## config.mk

```make
export PLATFORM = sky130hd
export DESIGN_NAME = mem_read_scheduler
export DESIGN_NICKNAME = d
export VERILOG_FILES = /design/src/rtl/mem_read_pkg.sv /design/src/rtl/mem_read_job_ctx.sv /design/src/rtl/mem_read_scheduler.sv
export SDC_FILE = /design/constraint.sdc
export NUM_CORES = 1
export LEC_CHECK = 0
export BUFFER_PORTS_ARGS = -buffer_cell sky130_fd_sc_hd__buf_4
export CORE_ASPECT_RATIO = 0.6
export CORE_UTILIZATION = 51
export DETAILED_ROUTE_END_ITERATION = 8
export PLACE_DENSITY = 0.76
export SYNTH_ARGS = -nofsm -noshare
export SYNTH_HDL_FRONTEND = slang
export SYNTH_SLANG_ARGS = --single-unit
export TNS_END_PERCENT = 50
```

## constraint.sdc

```tcl
create_clock -name clk -period 3 [get_ports clk]
set_clock_uncertainty 0.1 [all_clocks]
set_input_delay 0.15 -clock clk [delete_from_list [all_inputs] [get_ports clk]]
set_output_delay 0.15 -clock clk [all_outputs]
set_load 0.02 [all_outputs]
```

## src/rtl/mem_read_pkg.sv

```systemverilog
// Shared constants for the two-client Avalon-MM read scheduler.
package mem_read_pkg;

  localparam int unsigned STATE_W        = 2;
  localparam int unsigned BYTES_PER_WORD = 4;
  localparam int unsigned ADDR_W         = 32;
  localparam int unsigned DATA_W         = 32;

  localparam logic [STATE_W-1:0] ST_IDLE  = 2'd0;
  localparam logic [STATE_W-1:0] ST_GRANT = 2'd1;
  localparam logic [STATE_W-1:0] ST_READ  = 2'd2;

  localparam logic [3:0] BYTEENABLE_ALL = 4'b1111;

endpackage

```

## src/rtl/mem_read_job_ctx.sv

```systemverilog
// Per-client job context: current word address, words remaining and busy flag.
module mem_read_job_ctx
  import mem_read_pkg::*;
#(
  parameter int unsigned LEN_W = 16
) (
  input  logic              clk,
  input  logic              reset,
  input  logic              start,
  input  logic [31:0]       start_addr,
  input  logic [LEN_W-1:0]  start_len,
  input  logic              advance,
  output logic              busy,
  output logic [31:0]       addr,
  output logic              last_c,
  output logic              zero_done_c
);

  logic [ADDR_W-1:0] addr_q, addr_d;
  logic [LEN_W-1:0]  remaining_q, remaining_d;
  logic              busy_q, busy_d;
  logic              load_c;

  assign load_c      = start && !busy_q;
  assign zero_done_c = load_c && (start_len == '0);
  assign last_c      = busy_q && (remaining_q == LEN_W'(1));
  assign busy        = busy_q;
  assign addr        = addr_q;

  // A zero-length job never becomes busy; advance only applies to a live job.
  always_comb begin
    addr_d      = addr_q;
    remaining_d = remaining_q;
    busy_d      = busy_q;
    if (load_c && (start_len != '0)) begin
      addr_d      = start_addr;
      remaining_d = start_len;
      busy_d      = 1'b1;
    end else if (advance && busy_q) begin
      addr_d      = addr_q + ADDR_W'(BYTES_PER_WORD);
      remaining_d = remaining_q - LEN_W'(1);
      if (remaining_q == LEN_W'(1)) begin
        busy_d = 1'b0;
      end
    end
  end

  always_ff @(posedge clk) begin
    if (!reset) begin
      addr_q      <= '0;
      remaining_q <= '0;
      busy_q      <= 1'b0;
    end else begin
      addr_q      <= addr_d;
      remaining_q <= remaining_d;
      busy_q      <= busy_d;
    end
  end

endmodule

```

## src/rtl/mem_read_scheduler.sv

```systemverilog
// Round-robin sharing of one Avalon-MM word-read master between two job-based clients.
module mem_read_scheduler
  import mem_read_pkg::*;
#(
  parameter int unsigned LEN_W = 16,
  parameter int unsigned SLICE = 8
) (
  input  logic              clk,
  input  logic              reset,
  input  logic              c0_start,
  input  logic [31:0]       c0_addr,
  input  logic [LEN_W-1:0]  c0_len,
  output logic              c0_busy,
  output logic [31:0]       c0_data,
  output logic              c0_valid,
  output logic              c0_done,
  input  logic              c1_start,
  input  logic [31:0]       c1_addr,
  input  logic [LEN_W-1:0]  c1_len,
  output logic              c1_busy,
  output logic [31:0]       c1_data,
  output logic              c1_valid,
  output logic              c1_done,
  output logic [31:0]       master_address,
  output logic              master_read,
  output logic [3:0]        master_byteenable,
  input  logic [31:0]       master_readdata,
  input  logic              master_waitrequest
);

  logic [STATE_W-1:0] state_q, state_d;
  logic               owner_q, owner_d;
  logic               rr_q, rr_d;
  logic [LEN_W-1:0]   slice_q, slice_d;
  logic               read_q, read_d;
  logic [ADDR_W-1:0]  address_q, address_d;
  logic [DATA_W-1:0]  c0_data_q, c0_data_d, c1_data_q, c1_data_d;
  logic               c0_valid_q, c0_valid_d, c1_valid_q, c1_valid_d;
  logic               c0_done_q, c0_done_d, c1_done_q, c1_done_d;

  logic               adv0_c, adv1_c;
  logic               c0_last_c, c1_last_c, c0_zero_done_c, c1_zero_done_c;
  logic [ADDR_W-1:0]  c0_ctx_addr, c1_ctx_addr;
  logic               accept_c, own_last_c, other_busy_c;
  logic [ADDR_W-1:0]  own_addr_c;
  logic [LEN_W-1:0]   slice_next_c;

  mem_read_job_ctx #(.LEN_W(LEN_W)) u_ctx0 (
    .clk         (clk),
    .reset       (reset),
    .start       (c0_start),
    .start_addr  (c0_addr),
    .start_len   (c0_len),
    .advance     (adv0_c),
    .busy        (c0_busy),
    .addr        (c0_ctx_addr),
    .last_c      (c0_last_c),
    .zero_done_c (c0_zero_done_c)
  );

  mem_read_job_ctx #(.LEN_W(LEN_W)) u_ctx1 (
    .clk         (clk),
    .reset       (reset),
    .start       (c1_start),
    .start_addr  (c1_addr),
    .start_len   (c1_len),
    .advance     (adv1_c),
    .busy        (c1_busy),
    .addr        (c1_ctx_addr),
    .last_c      (c1_last_c),
    .zero_done_c (c1_zero_done_c)
  );

  assign accept_c     = read_q && !master_waitrequest;
  assign own_addr_c   = owner_q ? c1_ctx_addr : c0_ctx_addr;
  assign own_last_c   = owner_q ? c1_last_c : c0_last_c;
  assign other_busy_c = owner_q ? c0_busy : c1_busy;
  assign slice_next_c = slice_q + LEN_W'(1);

  // Next-state, bus request and return-path logic.
  always_comb begin
    state_d    = state_q;
    owner_d    = owner_q;
    rr_d       = rr_q;
    slice_d    = slice_q;
    read_d     = read_q;
    address_d  = address_q;
    c0_data_d  = c0_data_q;
    c1_data_d  = c1_data_q;
    c0_valid_d = 1'b0;
    c1_valid_d = 1'b0;
    c0_done_d  = c0_zero_done_c;
    c1_done_d  = c1_zero_done_c;
    adv0_c     = 1'b0;
    adv1_c     = 1'b0;

    case (state_q)
      ST_IDLE: begin
        read_d = 1'b0;
        if (c0_busy || c1_busy) begin
          state_d = ST_GRANT;
        end
      end
      ST_GRANT: begin
        slice_d = '0;
        if (c0_busy && c1_busy) begin
          owner_d = rr_q;
          rr_d    = !rr_q;
        end else begin
          owner_d = c1_busy;
        end
        if (c0_busy || c1_busy) begin
          state_d   = ST_READ;
          read_d    = 1'b1;
          address_d = owner_d ? c1_ctx_addr : c0_ctx_addr;
        end else begin
          state_d = ST_IDLE;
          read_d  = 1'b0;
        end
      end
      ST_READ: begin
        if (accept_c) begin
          adv0_c = !owner_q;
          adv1_c = owner_q;
          if (owner_q) begin
            c1_data_d  = master_readdata;
            c1_valid_d = 1'b1;
            c1_done_d  = own_last_c;
          end else begin
            c0_data_d  = master_readdata;
            c0_valid_d = 1'b1;
            c0_done_d  = own_last_c;
          end
          // A full slice with nobody waiting restarts the count instead of re-arbitrating.
          if (own_last_c) begin
            state_d = ST_IDLE;
            read_d  = 1'b0;
          end else if (slice_next_c == LEN_W'(SLICE)) begin
            slice_d = '0;
            if (other_busy_c) begin
              state_d = ST_GRANT;
              read_d  = 1'b0;
            end else begin
              address_d = own_addr_c + ADDR_W'(BYTES_PER_WORD);
            end
          end else begin
            slice_d   = slice_next_c;
            address_d = own_addr_c + ADDR_W'(BYTES_PER_WORD);
          end
        end
      end
      default: begin
        state_d = ST_IDLE;
        read_d  = 1'b0;
      end
    endcase
  end

  always_ff @(posedge clk) begin
    if (!reset) begin
      state_q    <= ST_IDLE;
      owner_q    <= 1'b0;
      rr_q       <= 1'b0;
      slice_q    <= '0;
      read_q     <= 1'b0;
      address_q  <= '0;
      c0_data_q  <= '0;
      c1_data_q  <= '0;
      c0_valid_q <= 1'b0;
      c1_valid_q <= 1'b0;
      c0_done_q  <= 1'b0;
      c1_done_q  <= 1'b0;
    end else begin
      state_q    <= state_d;
      owner_q    <= owner_d;
      rr_q       <= rr_d;
      slice_q    <= slice_d;
      read_q     <= read_d;
      address_q  <= address_d;
      c0_data_q  <= c0_data_d;
      c1_data_q  <= c1_data_d;
      c0_valid_q <= c0_valid_d;
      c1_valid_q <= c1_valid_d;
      c0_done_q  <= c0_done_d;
      c1_done_q  <= c1_done_d;
    end
  end

  assign master_address    = address_q;
  assign master_read       = read_q;
  assign master_byteenable = BYTEENABLE_ALL;
  assign c0_data           = c0_data_q;
  assign c0_valid          = c0_valid_q;
  assign c0_done           = c0_done_q;
  assign c1_data           = c1_data_q;
  assign c1_valid          = c1_valid_q;
  assign c1_done           = c1_done_q;

endmodule

```

---- Word-level counts from Yosys, hierarchy flattened ----
Cells that the tools add are included.
word-level totals
  register bits ........................... 219
  word-level logic and storage cells ...... 130
  bits of input ports ..................... 133
  output and inout port bits .............. 107
cells by class
  muxes and demuxes ....................... 55
  equality and inequality tests ........... 12
  add/sub/neg operators ................... 6
  reduce and logical (&&, ||, !) cells .... 38
  bitwise gates (word level) .............. 1
operators by type and width
  operator               number
  $mux 32                11
  $mux 16                7
  $add 32x3->32 const B  3
  $pmux 32 s2            1
  $eq 16x1->1 const B    2
  $logic_not 16->1       2
  $pmux 16 s2            1
  $reduce_bool 16->1     2
  $sub 16x1->16 const B  2
  $mux 1                 27
  $add 16x1->16 const B  1
  $eq 16x4->1 const B    1
  $reduce_and 3->1       5
  $logic_and 1x1->1      12
  $mux 2                 6
  $reduce_bool 2->1      5
  $ne 3x3->1 const B     3
  $ne 2x2->1 const B     4
  $pmux 2 s3             1
  $reduce_and 2->1       3
  $logic_not 1->1        5
  $reduce_and 5->1       1
  $reduce_and 4->1       1
  $eq 2x1->1 const B     1
  other kinds (5)        5

---- Logic depth before layout (Yosys ltp) ----
Gate-level depths: netlist of run 1.
  word-level depth ........................ 7
  gate-level depth with buffers ........... 13
  gate-level depth less buffers ........... 9

---- Hierarchy ----
From an unflattened synthesis of run 1, not the netlist that was laid out.
second synthesis, totals
  cells, all modules ...................... 1,500
  area total of the unflattened synthesis .. 11,674.9 µm²
by module, submodules not included
  module                      sequential area each (µm²)  area an instance (µm²)  instances  cells an instance
  mem_read_scheduler          2,422.3                     6,482.5                 1          834
  mem_read_job_ctx at u_ctx0  980.9                       2,635.0                 1          339
  mem_read_job_ctx at u_ctx1  980.9                       2,557.5                 1          327

---- Worst setup path before layout of run 1 ----
Ideal clock, no wire load.
  path kind ............................... reg2reg
  from .................................... reg owner_q
  to ...................................... reg address_q[30] (netlist: master_address[30])
  path buffers ............................ 5
  path slack .............................. 0.023 ns
  clock period less this slack ............ 2.977 ns
  data arrival time ....................... 2.805 ns
  data required time ...................... 2.828 ns
  setup time .............................. 0.072 ns
  stages on the path, launching flop included .. 14
  path through ............................ dfxtp_1 buf_2 buf_2 buf_2 buf_2 buf_2 mux2_2 ha_1 a21boi_2 nand4_2 nor4_1 xnor2_1 o21ai_1 mux2i_1
on the way
  cells in the longest elaborated chain, start to end .. 7
  elaborated cells between the ends (all ways) .. 12
  classes of those cells .................. add/sub: 1; eq/ne: 2; mux: 8; reduce/logical: 1
ends and longest elaborated chain
  what                    RTL line                                              RTL
  from (decl)             mem_read_scheduler.sv:32                              logic owner_q, owner_d;
  from (signal assigned)  mem_read_scheduler.sv:175                             owner_q <= owner_d;
  $mux 32                 mem_read_scheduler.sv:75                              assign own_addr_c = owner_q ? c1_ctx_addr : c0_ctx_addr;
  $add 32x3->32           mem_read_scheduler.sv:144, mem_read_scheduler.sv:148
  $mux 32                 mem_read_scheduler.sv:140                             if (other_busy_c) begin
  $mux 32                 mem_read_scheduler.sv:138                             end else if (slice_next_c == LEN_W'(SLICE)) begin
  $mux 32                 mem_read_scheduler.sv:135                             if (own_last_c) begin
  $mux 32                 mem_read_scheduler.sv:122                             if (accept_c) begin
  $pmux 32 s2             mem_read_scheduler.sv:97                              case (state_q)
  to (signal assigned)    mem_read_scheduler.sv:179                             address_q <= address_d;
  to (decl)               mem_read_scheduler.sv:36                              logic [ADDR_W-1:0] address_q, address_d;
Several ways; a longest one is shown, not always the timed one. The select of a mux whose other input is x is not followed.
A chain may end at the register's enable or synchronous reset.

---- Worst setup path in the final report of run 1 ----
  from .................................... reg u_ctx0.addr_q[3] (netlist: u_ctx0.addr[3])
  to ...................................... reg u_ctx0.addr_q[22] (netlist: u_ctx0.addr[22])
on the way
  cells in the longest elaborated chain, start to end .. 3
ends and longest elaborated chain
  what                    RTL line                RTL
  from (decl)             mem_read_job_ctx.sv:19  logic [ADDR_W-1:0] addr_q, addr_d;
  from (signal assigned)  mem_read_job_ctx.sv:54  addr_q <= addr_d;
  $add 32x3->32           mem_read_job_ctx.sv:40  addr_d = addr_q + ADDR_W'(BYTES_PER_WORD);
  $mux 32                 mem_read_job_ctx.sv:39  end else if (advance && busy_q) begin
  $mux 32                 mem_read_job_ctx.sv:35  if (load_c && (start_len != '0)) begin
No other way between the ends. The select of a mux whose other input is x is not followed.

==> results.md, run 1 <==
Power:
- For this design the ratio of total power to cell area is roughly 460 mW/mm^2.
- The leakage component of the power is about 0.0064 uW.
- Summing internal, switching and leakage power gives roughly 7600 uW.
- VDD sags by at most between 0.0003 and 0.0004 V.

Layout:
- The share of layout cells above drive strength 1 is about a fifth.
- The multi-input combinational cells in the finished layout cover a total of approximately 0.0073 mm^2.
- The number of nets in the finished design is between 2000 and 2500.
- The number of antenna diodes in the final layout is 0.
- Leaving out fill and tap cells, the most frequent cells in the layout are sky130_fd_sc_hd__buf_4, sky130_fd_sc_hd__nand2_1, sky130_fd_sc_hd__dfxtp_1, sky130_fd_sc_hd__a21oi_1, sky130_fd_sc_hd__nor2_1.
- The layout overhead on the synthesized area is 35.0%.
- Leaving out fill and tap cells, the most frequent cell in the layout is sky130_fd_sc_hd__buf_4.
- Registers take between 0.004 and 0.005 mm^2.
- The number of fillers in the final layout is about 1800.

CTS:
- Clock-pin slew was measured on the worst setup and hold paths at 70 ps.
- The number of setup buffers added after CTS is 0.
- The number of clock buffers added by TritonCTS is 22.
- The clock passes through at most 3 buffers.
- CTS built an H-tree with a depth of 1.
- The later-pin clock latency in the skew report is 530 ps.
- TritonCTS built the clock tree.
- CTS placed an instance of sky130_fd_sc_hd__clkbuf_16 at the clock tree root.
- The sink count of the clock tree is 219.

Synthesis:
- For this run, the leading register cell type out of synthesis is sky130_fd_sc_hd__dfxtp_1.
- After synthesis the cells add up to approximately 0.012 mm^2.
- The cell count after synthesis came out at ~1600.
- The async set-or-reset flop fraction in the synthesized netlist is 0%.
- In this run, synthesis produced a sequential element count of 219.
- The number of warnings printed during yosys synthesis is 0.
- Counting distinct cell types in the post-synthesis netlist gives 90.
- The sequential fraction of the synthesis area is 35.7%.
- Dividing the synthesized area by the synthesized cell count gives between 7 and 8 um^2.
- Yosys mapped a number of flops with a built-in enable equal to 0.

STA:
- The final hold violation count came to 0.
- Timing would allow up to between 300 and 400 MHz.
- The final max-slew violation count is 0.
- The setup TNS is 0 ps.
- The worst max-slew margin expressed relative to the limit is between 50% and 60%.
- The slew at the pin closest to its max-slew limit is approximately 750 ps.
- The fraction of the cycle the final worst path needs is a little over nine tenths.
- The minimum clock period is 2950 ps.
- Setup repair after global routing left no endpoint under its margin.
- Setup violations remaining at the end of the flow were counted as 0.

Route:
- The final antenna-violating net count is 0.
- After detailed routing, the total wire length is ~47 mm.
- The number of vias per cell after detailed routing is about 6.2.
- The first TritonRoute pass finished after 7 iterations.
- The routed layout has ~14000 vias.
- The number of remaining DRC errors is 0.
- After detailed routing, the average wire length per cell comes to ~20 um.
- The first routing iteration left 1854 violations.

Floorplanning:
- The full die area is approximately 0.025 mm^2.
- The initial utilization of the core area, before any placement, comes to between 50% and 60%.
- The area inside the core boundary is between 0.02 and 0.025 mm^2.
- The number of placement rows is 43.
- The die is slightly above 200 um wide.
- From bottom edge to top edge, the die measures between 100 and 150 um.
- Pin placement for this block handled 240 I/O pins.

Critical path:
- The maximum net fanout on the critical path is 6.
- The worst setup path is captured at a flip-flop.
- The arrival time at the worst endpoint is 3320 ps.
- The worst path required time is between 3000 and 4000 ps.
- The type of element launching the critical path is a flip-flop.
- The critical path is of the flip-flop to flip-flop type.

GRT:
- The first global-routing pass estimated 71.4 mm of wire.
- Entering global routing, the biggest net connects 83 pins.
- Global routing finished with a remaining overflow of 0.
- The number of antenna violations at the first check in global routing is 0.
- The via count of the first global-routing pass is approximately 13000.
- For this run, the total global-route usage over all layers was measured as between 30% and 40%.

Job:
- The number of max-cap violations is 0.

Placement:
- The total of buffers placed on input and output ports is roughly 240.
- The global placer's final weighted congestion is roughly 1.
- The estimated wirelength of the detail-placed design is about 32 mm.

Run status:
- The flow ran to the end, and the final reports show no timing, DRC or antenna violations.

Min path:
- The worst hold path belongs to the class primary input to flip-flop.
cells in the mapped netlist (all sizes together) (9+ instances only):
cell type    n  area, um^2
and2        13        83.8
nand3       55         285
nor2b       13        81.3
o311ai      10        87.6
mux2i       68         681
nor4        29         200
or4          9        75.1
xnor2       32         280
clkbuf      99         374
buf         42         234
nor2       139         527
a31oi       19         119
a211oi      20         170
xor2        24         210
nand3b      18         135
o211ai      17         128
o21ai       74         370
nand4       40         278
nor3        43         258
or3         12        80.1
dfxtp      219        4380
a21oi      175         876
a221oi      11        96.3
nand2      277        1040
inv         23        86.3
a22oi       10        75.1
kinds of logic after synthesis:
family                     share of synthesized area [%]
AOI/OAI and AO/OA                                   20.1
xor gates and xnor gates                            3.99
adders and majority gates                          0.815
buffers and inverters                               5.66
DFF                                                 35.7
muxes                                               6.19
other                                             0.0305
and+or+nand+nor                                     27.5
path summary, 6_finish.rpt:
kind                       start         endpoint  slack (ps)  cells after the start
setup / recovery  u_ctx0.addr[3]  u_ctx0.addr[22]          50                      8
hold / removal          c1_start          c1_done          70                      5
setup reg to reg  u_ctx0.addr[3]  u_ctx0.addr[22]          50                      8
hold reg to reg      c1_data[10]      c1_data[10]         360                      2
sequential cells by signal, indices dropped and copies added, names as in the netlist:
register / cells
c1_data: 32
u_ctx0.addr: 32
master_read: 1
u_ctx0.busy: 1
u_ctx0.remaining_q: 16
master_address: 32
u_ctx1.remaining_q: 16
u_ctx1.addr: 32
c1_valid: 1
state_q: 2
c0_valid: 1
c1_done: 1
slice_q: 16
c0_data: 32
c0_done: 1
rr_q: 1
owner_q: 1
u_ctx1.busy: 1
final cells by class:
cell class / count / share of cell area [%]
multi-input cells: 1230 / 43.8
inverters: 23 / 0.551
flip-flops and latches: 219 / 26.5
clock inverters: 9 / 0.898
repair buffers: 436 / 22.0
well taps: 315 / 2.38
clock buffers: 31 / 3.95
metrics by stage:
stage          std cells  cell area [um^2]  util (%)  setup slack, ps  hold WS, ps
2_1_floorplan       1613             12300         -             23.4          186
3_3_place_gp        2090             14400      61.8              257          275
3_5_place_dp        2090             14400      61.8              166          287
4_1_cts             2263             16600      70.9              120         10.6
5_1_grt             2263             16600      71.0             3.30         75.2
6_report            2263             16600      71.0             53.7         74.4
layer usage:
layer	global-route usage, %	up-vias	routed length, um
li1	-	6387	-
met2	53.0	934	19600
met5	0	-	0
met4	8.22	0	992
met1	53.5	6518	20300
met3	9.63	101	5680
power breakdown:
| group | leakage, uW | total [uW] | switching, uW | internal [uW] |
|---|---|---|---|---|
| Sequential | 0.00178 | 3220 | 198 | 3020 |
| Clock | 0.000399 | 3120 | 1250 | 1870 |
| Combinational | 0.00424 | 1240 | 666 | 577 |
| Total | 0.00642 | 7580 | 2110 | 5470 |
critical path, cell delays in order, from the launching register on:
cell and delay (ps):
sky130_fd_sc_hd__dfxtp_1 470, sky130_fd_sc_hd__ha_1 240, sky130_fd_sc_hd__and3_1 230, sky130_fd_sc_hd__or3b_4 440, sky130_fd_sc_hd__or3_4 420, sky130_fd_sc_hd__inv_2 90, sky130_fd_sc_hd__a311o_1 170, sky130_fd_sc_hd__o2111a_1 180
sky130_fd_sc_hd__dlygate4sd3_1 560
timing repair:
item	CTS	global route
endpoints found under the hold margin	185	0
hold buffers	133	0
setup endpoints to repair	0	26
resized for setup	0	6
Note: power is estimated with default switching activity, not from simulation.
==> inputs of run 2 (changes only) <==
--- a/config.mk
+++ b/config.mk
@@ -7,9 +7,10 @@
 export LEC_CHECK = 0
 export BUFFER_PORTS_ARGS = -buffer_cell sky130_fd_sc_hd__buf_4
 export CORE_ASPECT_RATIO = 0.6
-export CORE_UTILIZATION = 51
+export CORE_UTILIZATION = 50
+export CTS_CLUSTER_SIZE = 12
 export DETAILED_ROUTE_END_ITERATION = 8
-export PLACE_DENSITY = 0.76
+export PLACE_DENSITY = 0.74
 export SYNTH_ARGS = -nofsm -noshare
 export SYNTH_HDL_FRONTEND = slang
 export SYNTH_SLANG_ARGS = --single-unit
==> results.md, run 2 (synthesized netlist as in run 1, its figures left out) <==
Critical path:
- The start-to-end type of the worst setup path is flip-flop to flip-flop.
- The maximum net fanout on the critical path is 12.
- In this design, the stage delay of the slowest critical-path cell is between 500 and 600 ps.
- In this design, the critical path's most frequently occurring cell is sky130_fd_sc_hd__buf_4.
- The setup slack of the most critical reg-to-reg path is 110 ps.
- The worst path required time is between 3000 and 4000 ps.
- The startpoint identified for the worst register-to-register timing path is owner_q.
- The type of element launching the critical path is a flip-flop.
- The largest individual stage delay along the critical path comes from the cell sky130_fd_sc_hd__dfxtp_2.
- Traced cell by cell, the critical path runs through buf_4 -> nand3_1 -> a21o_1 -> or2_0 -> nor4_1 -> buf_4 -> xnor2_1 -> a21oi_1 -> buf_4 -> o22ai_1.
- At the worst endpoint, the arrival time is around 3200 ps.
- For the worst flop-to-flop path, the logic depth is 10.
- The worst register-to-register path ends at master_address[31].
- The worst setup path is captured at a flip-flop.

STA:
- The number of setup violations in the final report is 0.
- After layout, the worst path uses a little over nine tenths of the clock period.
- The final max-slew violation count was 0.
- Setup repair after global routing left no endpoint under its margin.
- The setup TNS is 0 ps.
- The slew at the pin closest to its max-slew limit is slightly above 800 ps.
- The final hold violation count was 0.
- For this run, the top clock speed supported by timing is ~350 MHz.
- The smallest clock period supported by the final layout is computed as between 2000 and 3000 ps.
- Headroom to the max-slew limit came out at 44.9%.

GRT:
- The global-route congestion overflow total is 0.
- The maximum number of pins on one net before global-route repair is 71.
- Global routing used between 30% and 40% of the available tracks across all layers.
- The via count of the first global-routing pass was approximately 12000.
- The first global-routing pass estimated 70.2 mm of wire.
- The number of antenna violations at the first check in global routing came to 1.

Layout:
- The finished cells cover about 0.016 mm^2.
- The layout overhead on the synthesized area is 34.2%.
- The number of nets in the finished design is approximately 2100.
- The share of layout cells above drive strength 1 is 20.4%.
- The most common cell after layout, fill and taps aside is sky130_fd_sc_hd__buf_4.
- The number of diodes added for antenna fixing is 0.
- Leaving out fill and tap cells, the most frequent cells in the layout are sky130_fd_sc_hd__buf_4, sky130_fd_sc_hd__nand2_1, sky130_fd_sc_hd__dfxtp_1, sky130_fd_sc_hd__a21oi_1, sky130_fd_sc_hd__nor2_1.

CTS:
- The clock net in this run drives a total of around 220 sinks.
- The number of setup buffers added after CTS is 0.
- The H-tree level count is 1.
- The clock transition time at the flip-flop clock pins of the worst setup and hold paths is about 60 ps.
- The clock passes through at most 3 buffers.
- The number of CTS-inserted buffers is 22.
- TritonCTS built the clock tree.
- For the worst-skew pair, the clock arrives at the later sink with an insertion delay of 530 ps.
- The buffer cell driving the clock tree root is sky130_fd_sc_hd__clkbuf_16.

Floorplanning:
- The number of placed I/O pins is 240.
- The core region is roughly 0.024 mm^2.
- The number of placement rows is 43.
- The die height is 123 um.
- The die covers around 0.025 mm^2.
- The die width is 204 um.
- The starting utilization of the core area is 52.1%.

Route:
- The initial detailed-routing violation count is approximately 2000.
- The routed layout has roughly 14000 vias.
- The routed length per instance is approximately 21 um.
- The final antenna-violating net count is 0.
- In the routed design, unresolved DRC markers number 0.
- The first-pass detailed-route iteration total is 6.
- The number of vias per cell after detailed routing is 6.16.
- The routed design has between 40 and 50 mm of wire.

Placement:
- After detailed placement, the total cell area comes to 0.0145 mm^2.
- The HPWL after detailed placement is approximately 32 mm.
- The congestion estimate from routability-driven global placement came to ~1.0.
- The total of buffers placed on input and output ports is ~240.

Min path:
- In this run the most critical hold path is launched from c1_start.
- The worst hold endpoint is u_ctx1.addr[16].
- The type of the most critical hold path is primary input to flip-flop.
- The hold path depth is 4.

Power:
- The peak ir drop on the vdd network is 0.000361 V.
- Dividing total power by cell area gives a power density of between 400 and 500 mW/mm^2.
- The leakage component of the power is between 0.006 and 0.007 uW.

Job:
- The tool flagged a number of max-cap violations equal to 0.

Run status:
- The run finished with clean final reports.
run 2: cell types whose count changed in the layout (fill, tap and decap cells not counted), moves of 2 or more:
cell / change
sky130_fd_sc_hd__dlygate4sd3_1: +3
sky130_fd_sc_hd__clkinv_2: -3
sky130_fd_sc_hd__dfxtp_1: +2
sky130_fd_sc_hd__bufinv_16: -4
sky130_fd_sc_hd__buf_4: +10
sky130_fd_sc_hd__dfxtp_2: -2
sky130_fd_sc_hd__clkbuf_8: -4
run 2: area by class of cell:
type	instances	area [um^2]
tap	315	394
timing repair buffer	449	3760
multi-input combinational	1230	7240
clock buffer	27	579
fill	1907	7090
inverter	23	91.3
sequential	219	4390
clock inverter	2	21.3
run 2: how the worst max path moves through the flow:
stage | from | end | slack [ps]
final | owner_q | master_address[31] | 110
after global routing | owner_q | master_address[31] | 10
after detailed placement | u_ctx0.remaining_q[10] | master_address[26] | 230
after floorplan | owner_q | master_address[30] | 20
after global placement | u_ctx0.remaining_q[10] | master_address[0] | 290
after CTS | u_ctx0.remaining_q[10] | master_address[26] | 190
run 2: timing repair:
| item | in CTS | in global routing |
|---|---|---|
| setup endpoints to repair | 0 | 25 |
| hold buffers | 136 | 0 |
| endpoints found under the hold margin | 173 | 0 |
| gates resized for setup | 0 | 1 |
run 2: stage by stage:
step	util [%]	hold slack (ps)	setup WS (ps)	power [uW]	std cells
2_1_floorplan	-	186	23.4	3850	1613
4_1_cts	69.9	33.0	190	6930	2265
3_3_place_gp	61.6	279	293	4320	2100
3_5_place_dp	61.6	285	227	4330	2100
6_report	69.9	85.3	111	6990	2265
5_1_grt	69.9	134	10.4	7190	2265
run 2: routing by layer:
metal,vias to the layer above,track usage [%],routed length (um)
li1,6398,-,-
met1,6555,54.9,21300
met2,903,49.9,19100
met3,90,7.91,5510
met4,0,7.18,894
met5,-,0,0
run 2: critical path: cells and delay by family (launching register included):
kind	cells	cell delay, ps
xor gates and xnor gates	1	50
buffers and inverters	3	660
AOI/OAI and AO/OA	3	480
and+or+nand+nor	3	910
DFF	1	540
run 2: where the power goes:
part           leakage [uW]  total [uW]  switching [uW]  internal (uW)
logic               0.00431        1260             676            586
clock network      0.000294        2520            1170           1350
registers           0.00178        3210             187           3020
total               0.00639        6990            2030           4960
==> inputs of run 3 (changes only) <==
--- a/config.mk
+++ b/config.mk
@@ -5,12 +5,12 @@
 export SDC_FILE = /design/constraint.sdc
 export NUM_CORES = 1
 export LEC_CHECK = 0
-export BUFFER_PORTS_ARGS = -buffer_cell sky130_fd_sc_hd__buf_4
 export CORE_ASPECT_RATIO = 0.6
 export CORE_UTILIZATION = 50
 export CTS_CLUSTER_SIZE = 12
 export DETAILED_ROUTE_END_ITERATION = 8
-export PLACE_DENSITY = 0.74
+export DONT_BUFFER_PORTS = 1
+export PLACE_DENSITY = 0.66
 export SYNTH_ARGS = -nofsm -noshare
 export SYNTH_HDL_FRONTEND = slang
 export SYNTH_SLANG_ARGS = --single-unit
==> results.md, run 3 (synthesized netlist as in run 1, its figures left out) <==
Floorplanning:
- The initialized floorplan defines 43 standard-cell rows.
- The die width is between 200 and 250 um.
- The floorplan step defined a core boundary enclosing approximately 0.024 mm^2.
- The full die area is about 0.025 mm^2.
- The die height is between 100 and 150 um.
- The number of placed I/O pins is 240.
- The starting utilization of the core area is 52.1%.

Layout:
- In the layout the commonest cells are sky130_fd_sc_hd__nand2_1, sky130_fd_sc_hd__dfxtp_1, sky130_fd_sc_hd__a21oi_1, sky130_fd_sc_hd__dlygate4sd3_1, sky130_fd_sc_hd__nor2_1.
- In the final design database the tool counted 1835 nets.
- For this run, the number of standard cells in the final layout without fillers is between 2000 and 2500.
- Leaving out fill and tap cells, the most frequent cell in the layout is sky130_fd_sc_hd__nand2_1.
- Relative to the synthesized area, the layout overhead comes to 19.6%.
- The share of layout cells above drive strength 1 is 8.93%.

Route:
- The count of vias placed by the detailed router is between 10000 and 15000.
- The first-pass detailed-route iteration total is 6.
- In this run, the number of DRC markers left after iteration 0 of detailed routing was roughly 1400.
- In this run the remaining antenna-violating nets after routing total 0.
- The final wirelength is 43.7 mm.
- The routed length per instance is 21.6 um.
- The number of vias per cell after detailed routing is roughly 6.2.
- The number of remaining DRC errors is 0.

Critical path:
- For the worst flop-to-flop path, the logic depth is 8.
- Along the worst path, the maximum fanout reaches 17.
- The start-to-end type of the worst setup path is flip-flop to flip-flop.
- The endpoint type of the worst setup path is a flip-flop.
- The arrival time at the worst endpoint is 3210 ps.
- Data on the critical path is required at its endpoint by 3340 ps.
- The type of element launching the critical path is a flip-flop.

CTS:
- The maximum clock insertion buffer count is 3.
- The later-pin clock latency in the skew report is approximately 550 ps.
- The H-tree level count is 1.
- TritonCTS built the clock tree.
- For this design, the sink count on the clock tree is between 200 and 250.
- The buffer cell driving the clock tree root is sky130_fd_sc_hd__clkbuf_16.
- Clock-pin slew was measured on the worst setup and hold paths at 70 ps.
- In this run, CTS created clock tree buffers numbering 23.

Power:
- The power per standard cell area is around 470 mW/mm^2.
- In this run the static leakage power is 0.00515 uW.
- The peak ir drop on the vdd network is 0.000442 V.
- The design draws approximately 7000 uW.

STA:
- The worst max-slew margin expressed relative to the limit is a little over a third.
- On the final layout, the worst hold slack is approximately 38 ps.
- Setup violations remaining at the end of the flow were counted as 0.
- Setup repair after global routing left no endpoint under its margin.
- The final hold violation count is 0.
- The minimum clock period is around 2900 ps.
- The final max-slew violation count is 0.
- The slew at the pin closest to its max-slew limit is a little under 1000 ps.
- The timing-limited maximum frequency is between 300 and 400 MHz.
- The setup TNS is 0 ps.
- The fraction of the cycle the final worst path needs is a little over nine tenths.

Min path:
- The hold path depth is 3.
- In this run the worst hold path is classified as primary input to flip-flop.

GRT:
- Entering global routing, the biggest net connects 79 pins.
- The number of antenna violations at the first check in global routing is 4.
- The global-route congestion overflow total is 0.
- The first global-routing pass estimated 66.2 mm of wire.
- The via count of the first global-routing pass is approximately 11000.
- Global routing consumed, over all layers together, between 30% and 40% of the routing resources.

Run status:
- The run finished with clean final reports.

Placement:
- Summed over all nets, the half-perimeter wirelength after detailed placement is around 31 mm.
- Counting tap cells, the placed design contains a total of 1843 instances.
- The global placer's final weighted congestion is between 1 and 1.5.
- Input and output buffers added on the ports amount to 0.

Job:
- The number of max-cap violations is 0.
-- run 3: cell count changes in the layout (fill, tap and decap cells not counted), moves of 3 or more --
cell,delta
sky130_fd_sc_hd__dfxtp_1,-4
sky130_fd_sc_hd__diode_2,+3
sky130_fd_sc_hd__dlygate4sd3_1,+3
sky130_fd_sc_hd__dfxtp_2,+3
sky130_fd_sc_hd__buf_4,-256
-- run 3: final cells by class --
cell class                      count  area (um^2)
Antenna cell                        3         7.51
Fill cell                        2112         8880
Multi-Input combinational cell   1230         7260
Tap cell                          315          394
Clock inverter                      3         25.0
Inverter                           23         91.3
Clock buffer                       30          632
Sequential cell                   219         4390
Timing Repair Buffer              197         1880
-- run 3: timing repair --
| item | CTS | global route |
|---|---|---|
| setup buffers | 0 | 1 |
| hold buffers | 140 | 0 |
| endpoints found under the setup margin | 0 | 40 |
| hold endpoints to repair | 213 | 0 |
| resized for setup | 0 | 13 |
-- run 3: final timing paths --
| check | from | to | slack, ps |
|---|---|---|---|
| hold reg to reg | u_ctx0.addr[0] | u_ctx0.addr[0] | 390 |
| setup reg to reg | state_q[0] | u_ctx1.addr[10] | 130 |
| setup / recovery | state_q[0] | u_ctx1.addr[10] | 130 |
| hold / removal | c1_start | u_ctx1.busy | 40 |
-- run 3: worst max-delay path: stages, from the launching register on --
cell	delay (ps)
sky130_fd_sc_hd__dfxtp_2	380
sky130_fd_sc_hd__and4bb_4	430
sky130_fd_sc_hd__and2_1	180
sky130_fd_sc_hd__nand2_2	150
sky130_fd_sc_hd__buf_6	210
sky130_fd_sc_hd__or2_2	330
sky130_fd_sc_hd__o32a_1	300
sky130_fd_sc_hd__o311a_1	120
sky130_fd_sc_hd__dlygate4sd3_1	560
-- run 3: metrics by stage --
stage                     utilization, %  cell area [um^2]  setup WS (ps)
after floorplan                        -             12300           23.4
after global placement              53.3             12600            120
after detailed placement            53.3             12600           67.8
after CTS                           62.1             14600           27.4
after global routing                62.3             14700           40.4
final                               62.3             14700            126
-- run 3: per-layer routing --
layer  GRT usage [%]  wire, um
met1            50.4     20200
met2            44.5     16900
met3            13.1      5730
met4            7.14       830
met5               0         0
-- run 3: power by group --
group	total [uW]	internal, uW	switching, uW
clock network	2680	1460	1220
logic	1050	444	606
registers	3240	3020	222
